==> config.mk <==
export PLATFORM = sky130hd
export DESIGN_NAME = reaction_session
export DESIGN_NICKNAME = d
export VERILOG_FILES = /design/src/rtl/reaction_pkg.sv /design/src/rtl/reaction_session_ms_ticker.sv /design/src/rtl/reaction_session.sv
export SDC_FILE = /design/constraint.sdc
export NUM_CORES = 1
export LEC_CHECK = 0
export BUFFER_PORTS_ARGS = -buffer_cell sky130_fd_sc_hd__buf_2
export CAP_MARGIN = 10
export CORE_ASPECT_RATIO = 0.8
export CORE_MARGIN = 1.5
export CORE_UTILIZATION = 60
export CTS_CLUSTER_DIAMETER = 100
export DETAILED_ROUTE_END_ITERATION = 8
export PLACE_DENSITY = 0.9
export SLEW_MARGIN = 10
export SYNTH_ARGS = -nofsm -noshare
export SYNTH_HDL_FRONTEND = slang
export SYNTH_HIERARCHICAL = 1
export SYNTH_SLANG_ARGS = --single-unit
==> constraint.sdc <==
create_clock -name i_clk -period 6.1 [get_ports i_clk]
set_input_delay 0 -clock i_clk [delete_from_list [all_inputs] [get_ports i_clk]]
set_output_delay 0 -clock i_clk [all_outputs]
set_load 0.1 [all_outputs]
==> src/rtl/reaction_pkg.sv <==
`default_nettype none
// =============================================================================
// Module      : reaction_pkg
// Description : Shared state encoding, constants and ms divisor helper
// Revision    : 1.0 - initial release
// =============================================================================
package reaction_pkg;

    typedef enum logic [2:0] {
        S_IDLE    = 3'd0,
        S_WAIT    = 3'd1,
        S_REACT   = 3'd2,
        S_GAP     = 3'd3,
        S_SUMMARY = 3'd4
    } t_session_state;

    localparam logic [13:0] MAX_VAL14 = 14'h3FFF;

    function automatic int MS_CYCLES(input int clk_period_ns);
        int cycles;
        cycles = 1_000_000 / clk_period_ns;
        return (cycles < 1) ? 1 : cycles;
    endfunction

endpackage
`default_nettype wire

==> src/rtl/reaction_session_ms_ticker.sv <==
`default_nettype none
// =============================================================================
// Module      : ms_ticker
// Description : One-cycle pulse per millisecond; phase restarted by i_clear
// Revision    : 1.0 - initial release
// =============================================================================
module ms_ticker #(
    parameter int CYCLES_PER_MS = 100_000
) (
    input  logic i_clk,
    input  logic i_rst,
    input  logic i_clear,
    output logic o_tick
);

    localparam int            CW     = (CYCLES_PER_MS > 1) ? $clog2(CYCLES_PER_MS) : 1;
    localparam logic [CW-1:0] c_last = CW'(CYCLES_PER_MS - 1);

    logic [CW-1:0] r_cnt;

    always_ff @(posedge i_clk) begin
        if (i_rst || i_clear) begin
            r_cnt <= '0;
        end else if (r_cnt == c_last) begin
            r_cnt <= '0;
        end else begin
            r_cnt <= r_cnt + 1'b1;
        end
    end

    assign o_tick = (r_cnt == c_last) && !i_clear;

endmodule
`default_nettype wire

==> src/rtl/reaction_session.sv <==
`default_nettype none
// =============================================================================
// Module      : reaction_session
// Description : Multi-round reaction session sequencer with false-start,
//               timeout handling and best/average aggregation
// Revision    : 1.0 - initial release
// =============================================================================
module reaction_session
    import reaction_pkg::*;
#(
    parameter int CLK_PERIOD_NS = 10,
    parameter int ROUNDS_LOG2   = 2,
    parameter int TIMEOUT_MS    = 1000,
    parameter int PENALTY_MS    = 1000,
    parameter int GAP_MS        = 1000
) (
    input  logic        i_clk,
    input  logic        i_rst,
    input  logic        i_start,
    input  logic        i_stop,
    input  logic        i_clear,
    input  logic        i_core_led,
    input  logic [13:0] i_core_val,
    output logic        o_core_start,
    output logic        o_core_stop,
    output logic        o_core_clear,
    output logic [13:0] o_display_val,
    output logic        o_display_greeting,
    output logic        o_false_start,
    output logic [2:0]  o_round,
    output logic        o_summary_best,
    output logic        o_done
);

    localparam int            SW        = 14 + ROUNDS_LOG2;
    localparam int            RW        = ROUNDS_LOG2 + 1;
    localparam int            GW        = $clog2(GAP_MS + 1);
    localparam logic [13:0]   c_timeout = 14'(TIMEOUT_MS);
    localparam logic [13:0]   c_penalty = 14'(PENALTY_MS);
    localparam logic [RW-1:0] c_rounds  = RW'(2 ** ROUNDS_LOG2);
    localparam logic [GW-1:0] c_gap_end = GW'(GAP_MS - 1);

    t_session_state r_state, w_next;
    logic           r_gap_entry;
    logic [GW-1:0]  r_gap_cnt;
    logic [SW-1:0]  r_sum;
    logic [13:0]    r_best, r_last;
    logic [RW-1:0]  r_round;
    logic           r_false_start, r_summary_best;

    logic           w_tick, w_tick_clear, w_record, w_stats_clear;
    logic           w_false_set, w_false_clr, w_toggle;
    logic [13:0]    w_rec_val;

    // Ticker phase is restarted on GAP entry so the pause is measured from there
    assign w_tick_clear = (r_state != S_GAP) || r_gap_entry;

    ms_ticker #(
        .CYCLES_PER_MS (MS_CYCLES(CLK_PERIOD_NS))
    ) u_ms_ticker (
        .i_clk   (i_clk),
        .i_rst   (i_rst),
        .i_clear (w_tick_clear),
        .o_tick  (w_tick)
    );

    always_ff @(posedge i_clk) begin
        if (i_rst) begin
            r_state     <= S_IDLE;
            r_gap_entry <= 1'b0;
            r_gap_cnt   <= '0;
        end else begin
            r_state     <= w_next;
            r_gap_entry <= (w_next == S_GAP) && (r_state != S_GAP);
            if (w_tick_clear) begin
                r_gap_cnt <= '0;
            end else if (w_tick) begin
                r_gap_cnt <= r_gap_cnt + 1'b1;
            end
        end
    end

    always_comb begin
        w_next             = r_state;
        o_core_start       = 1'b0;
        o_core_stop        = 1'b0;
        o_core_clear       = 1'b0;
        o_display_val      = '0;
        o_display_greeting = 1'b0;
        w_record           = 1'b0;
        w_rec_val          = '0;
        w_false_set        = 1'b0;
        w_false_clr        = 1'b0;
        w_stats_clear      = 1'b0;
        w_toggle           = 1'b0;
        case (r_state)
            S_IDLE: begin
                o_display_greeting = 1'b1;
                if (i_start) begin
                    w_stats_clear = 1'b1;
                    w_next        = S_WAIT;
                end
            end
            S_WAIT: begin
                o_core_start  = 1'b1;
                o_display_val = i_core_val;
                if (i_core_led) begin
                    o_core_stop = i_stop;
                    w_next      = S_REACT;
                end else if (i_stop) begin
                    w_record    = 1'b1;
                    w_rec_val   = c_penalty;
                    w_false_set = 1'b1;
                    w_next      = S_GAP;
                end
            end
            S_REACT: begin
                o_display_val = i_core_val;
                o_core_stop   = i_stop || (i_core_val >= c_timeout);
                if (!i_core_led) begin
                    w_record  = 1'b1;
                    w_rec_val = (i_core_val > c_timeout) ? c_timeout : i_core_val;
                    w_next    = S_GAP;
                end
            end
            S_GAP: begin
                o_display_val = r_last;
                o_core_clear  = r_gap_entry;
                if (!r_gap_entry && w_tick && (r_gap_cnt == c_gap_end)) begin
                    if (r_round == c_rounds) begin
                        w_next = S_SUMMARY;
                    end else begin
                        w_false_clr = 1'b1;
                        w_next      = S_WAIT;
                    end
                end
            end
            S_SUMMARY: begin
                o_display_val = r_summary_best ? r_best : r_sum[ROUNDS_LOG2 +: 14];
                w_toggle      = i_start;
            end
            default: w_next = S_IDLE;
        endcase
        // Abort overrides every other event outside IDLE
        if (i_clear && (r_state != S_IDLE)) begin
            w_next        = S_IDLE;
            o_core_start  = 1'b0;
            o_core_stop   = 1'b0;
            o_core_clear  = 1'b1;
            w_record      = 1'b0;
            w_false_set   = 1'b0;
            w_false_clr   = 1'b0;
            w_toggle      = 1'b0;
            w_stats_clear = 1'b1;
        end
    end

    always_ff @(posedge i_clk) begin
        if (i_rst || w_stats_clear) begin
            r_sum          <= '0;
            r_best         <= MAX_VAL14;
            r_last         <= '0;
            r_round        <= '0;
            r_false_start  <= 1'b0;
            r_summary_best <= 1'b0;
        end else begin
            if (w_record) begin
                r_sum  <= r_sum + SW'(w_rec_val);
                r_best <= (w_rec_val < r_best) ? w_rec_val : r_best;
                r_last <= w_rec_val;
                if (r_round != c_rounds) begin
                    r_round <= r_round + 1'b1;
                end
            end
            if (w_false_set) begin
                r_false_start <= 1'b1;
            end else if (w_false_clr) begin
                r_false_start <= 1'b0;
            end
            if (w_toggle) begin
                r_summary_best <= !r_summary_best;
            end
        end
    end

    generate
        if (RW <= 3) begin : g_round_narrow
            assign o_round = 3'(r_round);
        end else begin : g_round_wide
            assign o_round = (r_round > RW'(7)) ? 3'd7 : r_round[2:0];
        end
    endgenerate

    assign o_false_start  = r_false_start;
    assign o_summary_best = r_summary_best;
    assign o_done         = (r_state == S_SUMMARY);

endmodule
`default_nettype wire

==> impl_summary.md <==
Run status
The flow ran to the end, and the final reports show no timing, DRC or antenna violations.

Floorplan
The die extent in y is 84.73 um. The count of standard-cell rows is 29. The number of placed I/O pins is 44. For this configuration, the core starts out at a cell density of 0.6247.

The total die area is 8910 um2. The total area inside the core boundary comes to 8019 um2. The horizontal extent of the die is 105.2 um.

Clocking
The clock tree from TritonCTS is built. The cell chosen for the clock root is sky130_fd_sc_hd__clkbuf_8. The clock net sink count is 80.

The clock latency on the worst-skew pair is 0.37 ns. Buffers inserted during clock tree synthesis total 9. The level count of the clock H-tree is 3. The clock slew at the register clock pins of the worst setup and hold paths is 0.08 ns. The maximum count of clock buffers along a single path is 2.

Synthesis
The number of synthesized register bits is 80. Yosys mapped a number of flops with a built-in enable equal to 0. Yosys printed 6 warnings. The netlist area before placement is 5010 um2. Among all flip-flop cells after synthesis, the most frequent one is sky130_fd_sc_hd__dfxtp_1.

Synthesis handed over a netlist of 600 instances. Each instance of the synthesized netlist takes up on average 8.350 um2. For this run, the register share of the synthesized area comes to 0.3197. After synthesis, the netlist uses 72 different library cells.

For this run, asynchronously set or reset flops after synthesis account for 0.

Timing
Dividing the final minimum period by the clock period gives 0.6955. The hold violation count in the final report is 0. At the pin with the least slew margin, the transition time is 1.229 ns. Timing would allow up to 0.2357 GHz. The post-layout minimum cycle time is 4.242 ns.

Setup repair after global routing left no endpoint under its margin. The final-report max-slew violation count came to 0. The clock arrives with 0.01080 ns of skew.

Headroom to the max-slew limit came out at 0.1791. In the final timing run, aggregate negative setup slack is 0 ns. The number of setup violations in the final report is 0.

Global routing
The number of antenna violations at the first check in global routing is 0. The number of global-route vias before repair is 4505. The first global-routing pass estimated 21400 um of wire. The global router's overall resource usage is 0.2984. The global route total overflow is 0. The largest net degree at the start of global routing is 34.

Setup path
The kind of capture point of the worst setup path is a register. STA classifies the critical path startpoint as a register. The data arrival time at the worst-slack endpoint is 4.51 ns. By startpoint and endpoint, the worst setup path is classified as register to register.

The required time reported for the critical path endpoint is 6.37 ns. Of all nets on the critical path, the largest fanout is 26.

Route
The detail route stage leaves a number of antenna-violating nets equal to 0. The count of vias placed by the detailed router is 4756. The number of design rule violations left after detail routing is 0. In the routed layout, each cell is associated on average with a via count of 6.358. The total length of routed wires is 13230 um.

The DRC marker count from the first detailed-route iteration is 561. For this run, the detailed router's first-pass iteration total came to 6. The detailed-route wire length per cell is 17.68 um.

Final layout
The fraction of final layout cells with drive strength greater than 1 is 0.1422. At the end of the flow, the number of nets in the layout was 687. The area of the multi-input gates is 3178 um2. 0 antenna diodes ended up in the layout.

The sequential cells in the finished layout cover a total of 1602 um2. The layout has 632 filler cells. The area growth from synthesis to layout is 9.191%. After routing the design area is 5470 um2.

Placed design
Detailed placement ended at an HPWL of 9426 um. The last weighted congestion value of the routability-driven placer is 0.9736. Port buffering added 43 buffers. Summing all placed instances gives a cell area of 5258 um2.

Power and ir drop
Summed over all cells, the static leakage comes to 2.193 nW. In this run the power density over the cells is 224.4 nW/um2. The worst-case IR drop observed on VDD is 0.1430 mV.

Min path
The min-delay analysis places its worst path in the category input pin to register.

Flow run
The max capacitance violation total is 0.
==> synth_stat cells, types with 3 or more instances <==
cell type,number,share of area
sky130_fd_sc_hd__and3_1,7,0.0087
sky130_fd_sc_hd__nand3_1,18,0.018
sky130_fd_sc_hd__nand2_1,35,0.026
sky130_fd_sc_hd__nor2_2,5,0.0062
sky130_fd_sc_hd__o2111ai_1,3,0.0052
sky130_fd_sc_hd__o22ai_1,14,0.017
sky130_fd_sc_hd__or3_1,5,0.0062
sky130_fd_sc_hd__nand2b_1,4,0.0050
sky130_fd_sc_hd__clkbuf_1,14,0.010
sky130_fd_sc_hd__nand3b_1,3,0.0045
sky130_fd_sc_hd__o21ai_1,3,0.0030
sky130_fd_sc_hd__nor2_1,68,0.051
sky130_fd_sc_hd__nor2b_1,5,0.0062
sky130_fd_sc_hd__dfxtp_1,80,0.32
sky130_fd_sc_hd__a31oi_1,3,0.0037
sky130_fd_sc_hd__a21oi_1,48,0.048
sky130_fd_sc_hd__xnor2_1,24,0.042
sky130_fd_sc_hd__xor2_1,13,0.023
sky130_fd_sc_hd__ha_1,31,0.077
sky130_fd_sc_hd__nand3_2,3,0.0060
sky130_fd_sc_hd__nand4_1,9,0.011
sky130_fd_sc_hd__o211ai_1,11,0.016
sky130_fd_sc_hd__nor3_1,11,0.011
sky130_fd_sc_hd__nor4_2,6,0.015
sky130_fd_sc_hd__buf_2,12,0.012
sky130_fd_sc_hd__inv_1,29,0.022
sky130_fd_sc_hd__mux2i_1,34,0.068
sky130_fd_sc_hd__a21o_1,9,0.013
sky130_fd_sc_hd__a211oi_1,6,0.0090
sky130_fd_sc_hd__and2_1,4,0.0050
sky130_fd_sc_hd__o21ai_0,34,0.034
==> timing repair <==
| item | 4_1_cts | 5_1_grt |
|---|---|---|
| setup buffers | 0 | 0 |
| gates resized for setup | 0 | 0 |
| endpoints found under the hold margin | 2 | 0 |
| hold buffers | 2 | 0 |
==> worst max-delay path, cell delays in order, from the launching register on <==
cell                       delay, ns
sky130_fd_sc_hd__dfxtp_1        0.65
sky130_fd_sc_hd__or2_4          0.44
sky130_fd_sc_hd__a21oi_2        0.78
sky130_fd_sc_hd__o21ai_0        0.37
sky130_fd_sc_hd__inv_1          0.17
sky130_fd_sc_hd__ha_1           0.26
sky130_fd_sc_hd__a21oi_1        0.19
sky130_fd_sc_hd__o21ai_0        0.10
sky130_fd_sc_hd__o221ai_1       0.24
sky130_fd_sc_hd__and3_1         0.29
sky130_fd_sc_hd__nand2_1        0.34
sky130_fd_sc_hd__o211ai_1       0.30
==> kinds of logic (layout without fill, tap and decap cells) <==
kind of cell | count (synthesis) | after routing | share of synthesized area
AND/OR/NAND/NOR | 206 | 206 | 0.2255
AO/OA/AOI/OAI | 150 | 150 | 0.1888
flip-flops | 80 | 80 | 0.3197
buffers and inverters | 60 | 93 | 0.05120
XOR/XNOR | 37 | 37 | 0.06469
multiplexers | 34 | 34 | 0.06793
adder cells (fa/ha/maj) | 32 | 32 | 0.08142
other | 1 | 8 | 0.0007485
==> cell usage in the layout, fill, tap and decap left out, types with 4 or more instances in the layout <==
cell type	instances
sky130_fd_sc_hd__dfxtp_1	80
sky130_fd_sc_hd__nor2_1	68
sky130_fd_sc_hd__a21oi_1	48
sky130_fd_sc_hd__buf_2	43
sky130_fd_sc_hd__nand2_1	35
sky130_fd_sc_hd__mux2i_1	34
sky130_fd_sc_hd__o21ai_0	34
sky130_fd_sc_hd__ha_1	31
sky130_fd_sc_hd__inv_1	29
sky130_fd_sc_hd__xnor2_1	24
sky130_fd_sc_hd__nand3_1	18
sky130_fd_sc_hd__o22ai_1	14
sky130_fd_sc_hd__xor2_1	13
sky130_fd_sc_hd__nor3_1	11
sky130_fd_sc_hd__o211ai_1	11
sky130_fd_sc_hd__nand4_1	9
sky130_fd_sc_hd__a21o_1	9
sky130_fd_sc_hd__clkbuf_8	9
sky130_fd_sc_hd__conb_1	8
sky130_fd_sc_hd__and3_1	7
sky130_fd_sc_hd__a211oi_1	6
sky130_fd_sc_hd__nor4_2	6
sky130_fd_sc_hd__nor2b_1	5
sky130_fd_sc_hd__or3_1	5
sky130_fd_sc_hd__nor2_2	5
sky130_fd_sc_hd__nand2b_1	4
sky130_fd_sc_hd__and2_1	4
==> layer usage <==
metal	track usage	up-vias	wire length, um	share of wire
li1	-	2217	-	-
met1	0.3891	2221	5657	0.43
met2	0.4878	267	6042	0.46
met3	0.07220	51	1189	0.090
met4	0.09589	0	337	0.025
met5	0	-	0	0
==> final cells by class <==
type | count | area share
clock inverters | 6 | 0.01189
repair buffers | 47 | 0.04575
flip-flops and latches | 80 | 0.2928
inverters | 30 | 0.02059
well taps | 108 | 0.02470
clock buffers | 10 | 0.02333
multi-input cells | 467 | 0.5810
==> registers in the layout (all words and copies together) (netlist names) <==
signal             count
o_false_start          1
o_round                3
o_summary_best         1
r_best                14
r_gap_cnt             10
r_gap_entry            1
r_last                14
r_state                3
r_sum                 16
u_ms_ticker/r_cnt     17
==> where the power goes <==
| part | internal (W) | switching, W |
|---|---|---|
| sequential | 0.000532 | 0.0000106 |
| combinational | 0.0000681 | 0.000218 |
| clock | 0.000191 | 0.000208 |
| total | 0.000791 | 0.000436 |
==> final timing paths <==
path / start / endpoint / slack, ns / cells past startpoint
worst max-delay path: r_state[2] / r_best[3] / 1.86 / 11
worst max register to register: r_state[2] / r_best[3] / 1.86 / 11
worst min-delay path: i_clear / r_state[2] / 0.02 / 2
worst min register to register: r_last[3] / r_last[3] / 0.46 / 2
==> metrics by stage <==
step	hold slack, ns	power (W)	worst slack [ns]	util	std cells
6_report	0.02352	0.001228	1.858	0.6822	748
4_1_cts	0.005146	0.001222	2.100	0.6822	748
3_3_place_gp	0.2666	0.0008249	2.339	0.6556	730
2_1_floorplan	0.06465	0.0007761	2.187	-	607
5_1_grt	0.01107	0.001268	1.715	0.6822	748
3_5_place_dp	0.2773	0.0008321	2.122	0.6556	730
Note: power is estimated with default switching activity, not from simulation.
